[config.mk]
export PLATFORM = sky130hd
export DESIGN_NAME = ahb_sram_slave
export DESIGN_NICKNAME = d
export VERILOG_FILES = /design/src/rtl/ahb_sram_slave.sv
export SDC_FILE = /design/constraint.sdc
export NUM_CORES = 1
export LEC_CHECK = 0
export BUFFER_PORTS_ARGS = -buffer_cell sky130_fd_sc_hd__buf_2
export CORE_AREA = 2 2 82 84
export DETAILED_ROUTE_END_ITERATION = 12
export DIE_AREA = 0 0 84 86
export PLACE_DENSITY_LB_ADDON = 0.25
export SYNTH_ARGS = -nofsm -noshare
export SYNTH_HDL_FRONTEND = slang
export SYNTH_SLANG_ARGS = --single-unit
[constraint.sdc]
create_clock -name HCLK -period 4.7 [get_ports HCLK]
set_input_delay 0.94 -clock HCLK [delete_from_list [all_inputs] [get_ports HCLK]]
set_output_delay 0.94 -clock HCLK [all_outputs]
set_load 0.01 [all_outputs]
[src/rtl/ahb_sram_slave.sv]
// AHB-Lite slave bridging 32-bit transfers onto a single-port synchronous SRAM.
// Adds a programmable number of wait states and gives a two-cycle ERROR response to illegal transfers.
module ahb_sram_slave #(
  parameter int AW          = 16,
  parameter int WAIT_STATES = 1
) (
  input  logic          HCLK,
  input  logic          HRESETn,
  input  logic          HSELS,
  input  logic [31:0]   HADDRS,
  input  logic [1:0]    HTRANSS,
  input  logic          HWRITES,
  input  logic [2:0]    HSIZES,
  input  logic          HREADYS,
  input  logic [31:0]   HWDATAS,
  output logic          HREADYOUTS,
  output logic          HRESPS,
  output logic [31:0]   HRDATAS,
  output logic          sram_cs,
  output logic [3:0]    sram_we,
  output logic [AW-3:0] sram_addr,
  output logic [31:0]   sram_wdata,
  input  logic [31:0]   sram_rdata,
  output logic [2:0]    state_o
);

  typedef enum logic [2:0] {IDLE, RD0, RDW, WRW, WRL, ERR1, ERR2} state_e;

  localparam logic [3:0] CNT_INIT = 4'(WAIT_STATES - 1);

  state_e        state_q, state_d;
  logic [3:0]    cnt_q, cnt_d;
  logic [AW-3:0] waddr_q, waddr_d;
  logic [3:0]    mask_q, mask_d;
  logic [31:0]   rdata_q;
  logic [3:0]    mask_new;
  logic          accept, illegal, rdy;
  logic          unused_bits;

  // Handshake: an address phase is taken only when HSELS, a NONSEQ/SEQ HTRANSS and
  // HREADYS are all high at the rising edge; our data phase ends in the cycle HREADYOUTS=1.
  assign accept  = HSELS & HTRANSS[1] & HREADYS;
  assign illegal = (HSIZES > 3'd2) ||
                   ((HSIZES == 3'd1) && HADDRS[0]) ||
                   ((HSIZES == 3'd2) && (HADDRS[1:0] != 2'b00));
  assign unused_bits = ^{HADDRS[31:AW], HTRANSS[0]};

  always_comb begin
    mask_new = 4'b0000;
    case (HSIZES)
      3'd0:    mask_new = 4'b0001 << HADDRS[1:0];
      3'd1:    mask_new = 4'b0011 << {HADDRS[1], 1'b0};
      default: mask_new = 4'hF;
    endcase
  end

  // Every legal data phase lasts WAIT_STATES+1 cycles: a write spends WAIT_STATES in WRW
  // and commits in WRL; a read spends one cycle in RD0 and WAIT_STATES in RDW.
  always_comb begin
    state_d = state_q;
    cnt_d   = cnt_q;
    waddr_d = waddr_q;
    mask_d  = mask_q;
    rdy     = 1'b0;
    HRESPS  = 1'b0;
    sram_cs = 1'b0;
    sram_we = 4'b0000;
    case (state_q)
      IDLE: rdy = 1'b1;
      RD0: begin
        sram_cs = 1'b1;
        cnt_d   = CNT_INIT;
        state_d = RDW;
      end
      RDW: begin
        rdy = (cnt_q == 4'd0);
        if (cnt_q != 4'd0) cnt_d = cnt_q - 4'd1;
      end
      WRW: begin
        if (cnt_q == 4'd0) state_d = WRL;
        else               cnt_d   = cnt_q - 4'd1;
      end
      WRL: begin
        rdy     = 1'b1;
        sram_cs = 1'b1;
        sram_we = mask_q;
      end
      ERR1: begin
        HRESPS  = 1'b1;
        state_d = ERR2;
      end
      ERR2: begin
        rdy    = 1'b1;
        HRESPS = 1'b1;
      end
      default: state_d = IDLE;
    endcase
    // The final data cycle overlaps the next address phase, so pick the next state from it.
    if (rdy) begin
      state_d = IDLE;
      if (accept) begin
        waddr_d = HADDRS[AW-1:2];
        mask_d  = mask_new;
        if (illegal) begin
          state_d = ERR1;
        end else if (HWRITES) begin
          state_d = WRW;
          cnt_d   = CNT_INIT;
        end else begin
          state_d = RD0;
        end
      end
    end
  end

  always_ff @(posedge HCLK or negedge HRESETn) begin
    if (!HRESETn) begin
      state_q <= IDLE;
      cnt_q   <= 4'd0;
      waddr_q <= '0;
      mask_q  <= 4'b0000;
      rdata_q <= 32'h0;
    end else begin
      state_q <= state_d;
      cnt_q   <= cnt_d;
      waddr_q <= waddr_d;
      mask_q  <= mask_d;
      if (state_q == RD0) rdata_q <= sram_rdata;
    end
  end

  assign HREADYOUTS = rdy;
  assign HRDATAS    = rdata_q;
  assign sram_addr  = waddr_q;
  assign sram_wdata = HWDATAS;
  assign state_o    = state_q;

endmodule

* Yosys cells after proc, flatten, opt, wreduce, memory -nomap -nowiden
Index checks and enable logic that the tools add are counted.
Cells by class: equal/unequal tests 10, mux-type cells 18, $add $sub $neg 1, magnitude comparators 1, shifts and indexed selects 2, bitwise gates (word level) 2, reduce and logical (&&, ||, !) cells 15
Operator list (count):
- 2-to-1 mux 4 bit | 7
- 2-to-1 mux 3 bit | 4
- one-hot mux 3 bit (4 select lines) | 1
- one-hot mux 4 bit (3 select lines) | 1
- equality test 3 x 2 -> 1 bit, second input constant | 3
- equality test 3 bit, second input constant | 3
- one-hot mux 4 bit (2 select lines) | 1
- equality test 3 x 1 -> 1 bit, second input constant | 2
- logical NOT 3 bit | 2
- logical NOT 4 bit | 1
- AND reduction 2 bit | 2
- nonzero test 4 bit | 1
- OR reduction 2 bit | 2
- OR reduction 4 bit | 1
- << shifter 1 x 2 -> 4 bit, first input constant | 1
- << shifter 2 x 2 -> 4 bit, first input constant | 1
- subtractor 4 x 1 -> 4 bit, second input constant | 1
- greater-than comparator 3 x 2 -> 1 bit, second input constant | 1
- != test 3 bit, second input constant | 1
- OR reduction 3 bit | 1
- AND 1 bit | 2
- logical AND 1 bit | 2
- logical OR 1 bit | 2
- 2-to-1 mux 1 bit | 2
- 4 further kinds | 4
Word-level totals: output and inout port bits 88, logic and storage cells 54, input bits 106, register bits after elaboration 57

* Longest topological paths before layout
depth in word-level cells 7, depth in mapped cells 6

* Worst setup path before layout
OpenSTA, ideal clock, no wires.
kind reg-to-output, from register cnt_q[0], to output HREADYOUTS, setup slack 2.549 ns, stages on the path, launching flop included 6, data arrival time 1.211 ns, data required time 3.760 ns, cells stage by stage dfrtp_1 > inv_1 > ha_1 > nor3b_1 > nor2_1 > nor2_1
On the way: cells in the longest elaborated chain, start to end 2
RTL lines:
- start, declared | RTL line 32 | logic [3:0] cnt_q, cnt_d;
- start signal, assigned | RTL line 125 | cnt_q <= cnt_d;
- logical NOT 4 bit | RTL line 76 | rdy = (cnt_q == 4'd0);
- one-hot mux 1 bit (2 select lines) | RTL line 68 | case (state_q)
- end, declared | RTL line 16 | output logic HREADYOUTS,
Every way passes these cells.

* Worst setup path after layout
Same ends and word-level chain as after synthesis.

==> impl_metrics.tcl <==
set metrics [dict create \
    status "finished clean" \
    start_kind "flop" \
    grt_overflow_total 0 \
    hp-start "HRDATAS[30]" \
    placed_cell_area_um2 3070 \
    grt_pass1_wl_um 8560 \
    switching_power_w 0.000675 \
    first_pass_iters 4 \
    grt_antenna_before_repair 0 \
    place_congestion 0.762 \
    hold_class "reg2reg" \
    htree_levels 3 \
    ioPinCount 194 \
    peakVddDrop_mv 0.349 \
    setup_viol_count_final 0 \
    start_util_pct 42.8 \
    setup_slack_ns 1.95 \
    die_h_um 86 \
    cts_buffers 9 \
    startpoint "cnt_q[0]" \
    fin_area_um2 3260 \
    worstPathCellList "inv_1 > ha_1 > nor3b_1 > nor2_1 > nor2_1 > buf_2" \
    num_rows 29 \
    p_seq_share_pct 41.7 \
    vias 1859 \
    grtUsageTotal_pct 14.9 \
    fin_crit_sh_pct 58.4 \
    synth_mux_area_share_pct 21.0 \
    dieWidth_um 84 \
    clock-root-buffer "clkbuf_8" \
    syn-num-nets 314 \
    post_cts_buffers 0 \
    yosysUniqueCellTypes 37 \
    cts_resized 0 \
    cp.required_ns 3.76 \
    hold_violations 0 \
    crit_path_end_kind "primary output" \
    rr_startpoint "cnt_q[0]" \
    area_growth_pct 21.4 \
    cts_tree "done" \
    synth-xor-area-share_pct 0.652 \
    fin_cells 373 \
    post_drt_wl_per_cell_um 13.8 \
    maxSlewHeadroom_pct 50.3 \
    critPathMaxStageDelay_ns 0.40 \
    internal_power_w 0.00139 \
    netlist_instances 207 \
    routed_wl_um 5170 \
    drc 0 \
    cts_hold_buf 0 \
    grt_pass1_vias 1900 \
    pre_cts_slack_ns 2.25 \
    drv_cap 0 \
    worst_clock_skew_ns 0.00711 \
    critPathBufInv 2 \
    drive_above_1_share_pct 62.5 \
    synth_area_um2 2690 \
    synth_seq_cells 57 \
    powerDensity_nw_per_um2 632 \
    power.share.switching_pct 32.7 \
    drv_slew 0 \
    pwr-share-clk_pct 21.5 \
    syn_avg_cell_area_um2 13.0 \
    fp.dieArea_um2 7220 \
    worst_pin_slew_ns 0.743 \
    nets 399 \
    synth_compound_area_share_pct 5.78 \
    share_comb_of_total_power_pct 36.8 \
    final.setup.tns_ns 0 \
    drt_iter0_drc 54 \
    whs_ns 0.499 \
    clockBufferDepth 2 \
    synthAdderAreaFrac_pct 0.466 \
    fillCellCount 602 \
    numPortBuffers 112 \
    rsz0062_at_grt "false" \
    coreArea_um2 6280 \
    synth_simple_gate_area_share_pct 7.17 \
    path_max_fanout 5 \
    dp.cells 358 \
    cp_slowest_cell "dfrtp_1" \
    p_leak_nw 1.62 \
    synth_seq_area_share_pct 53.1 \
    cp_common_cell "nor2_1" \
    num_antenna_cells 0 \
    grt_max_degree 58 \
    clkLatencyLatePin_ns 0.32 \
    drt-vias-per-instance 4.98 \
    antenna_left 0 \
    worst_ep_arrival_time_ns 1.81 \
    dp_hpwl_um 3640 \
    critPathKind "reg2out" \
    synth_top_family_by_area "multiplexers" \
    clkTransAtPathRegs_ns 0.06 \
    fin_crit_ns 2.75 \
    max_clock_freq_ghz 0.364 \
    critical-path-top-delay-family "simple AND/OR/NAND/NOR gates" \
    yosys_warnings 0 \
    cts.sinks 57 \
]
[final timing paths]
check	to	cells after the start	slack (ns)
max	HREADYOUTS	6	1.95
min	HRDATAS[30]	1	0.50
max reg2reg	sram_addr[10]	5	2.40
min reg2reg	HRDATAS[30]	1	0.50
max in group asynchronous	mask_q[1]	2	3.49
min in group asynchronous	HRDATAS[9]	2	0.74
[logic make-up after synthesis]
group | after synthesis
DFF | 57
muxes | 50
AOI/OAI and AO/OA | 21
and+or+nand+nor | 30
adders and majority gates | 1
buffers and inverters | 46
xor gates and xnor gates | 2
[cell type report]
cell class | instances | area (µm²) | share of cell area [%]
clock buffers | 10 | 138 | 4.22
clock inverters | 5 | 56.3 | 1.73
inverters | 6 | 22.5 | 0.690
multi-input cells | 104 | 947 | 29.0
flip-flops and latches | 57 | 1430 | 43.7
well taps | 77 | 96.3 | 2.95
repair buffers | 114 | 576 | 17.6
[per-layer routing]
metal | up-vias | share of wire [%] | GRT usage [%]
met5 | - | 0 | 0
met4 | 0 | 2.5 | 8.94
met3 | 18 | 10 | 5.87
met2 | 84 | 45 | 23.6
met1 | 892 | 42 | 17.1
li1 | 865 | - | -
[cells in the mapped netlist (all sizes together)]
| cell | instances | area [µm²] |
|---|---|---|
| nand4b | 1 | 8.76 |
| or4 | 1 | 11.3 |
| a211o | 2 | 17.5 |
| and4bb | 1 | 12.5 |
| nor3 | 2 | 10.0 |
| buf | 38 | 289 |
| a32oi | 2 | 17.5 |
| and2 | 1 | 6.26 |
| nor3b | 2 | 20.0 |
| ha | 1 | 12.5 |
| a21o | 1 | 7.51 |
| nand3b | 1 | 7.51 |
| a211oi | 2 | 15.0 |
| xnor2 | 1 | 8.76 |
| nand2b | 2 | 12.5 |
| or3b | 1 | 11.3 |
| and3 | 4 | 25.0 |
| nor2 | 7 | 26.3 |
| and2b | 3 | 23.8 |
| a21oi | 3 | 26.3 |
| xor2 | 1 | 8.76 |
| inv | 6 | 22.5 |
| o21bai | 1 | 7.51 |
| o21ai | 6 | 30.0 |
| a2111oi | 1 | 8.76 |
| dfrtp | 57 | 1430 |
| clkbuf | 2 | 7.51 |
| a22oi | 2 | 15.0 |
| nand2 | 2 | 7.51 |
| mux2 | 50 | 563 |
| nand3 | 2 | 10.0 |
| a32o | 1 | 10.0 |
[flip-flops by register name, indices dropped and copies added, names as in the netlist]
register   count
HRDATAS       32
sram_addr     14
cnt_q          4
mask_q         4
state_o        3
[placed cells by master, fill, tap and decap left out, types with 4 or more instances in the layout]
cell	count
inv_1	6
nor2_1	7
buf_2	112
clkbuf_8	10
o21ai_0	6
mux2_2	50
and3_1	4
dfrtp_1	57
[per-stage QoR]
step / power [W] / util (%)
floorplan: 0.00135 / -
global placement: 0.00162 / 48.9
detailed placement: 0.00164 / 48.9
CTS: 0.00210 / 52.0
global route: 0.00221 / 52.0
finish: 0.00206 / 52.0
[power by group through the flow]
stage	registers, W	clock network [W]	logic, W
after CTS	0.000862	0.000462	0.000774
after global routing	0.000893	0.000480	0.000835
after floorplan	0.000948	0	0.000402
after global placement	0.000859	0	0.000761
final	0.000859	0.000444	0.000758
after detailed placement	0.000866	0	0.000773
Power figures use the tool's default switching activity.
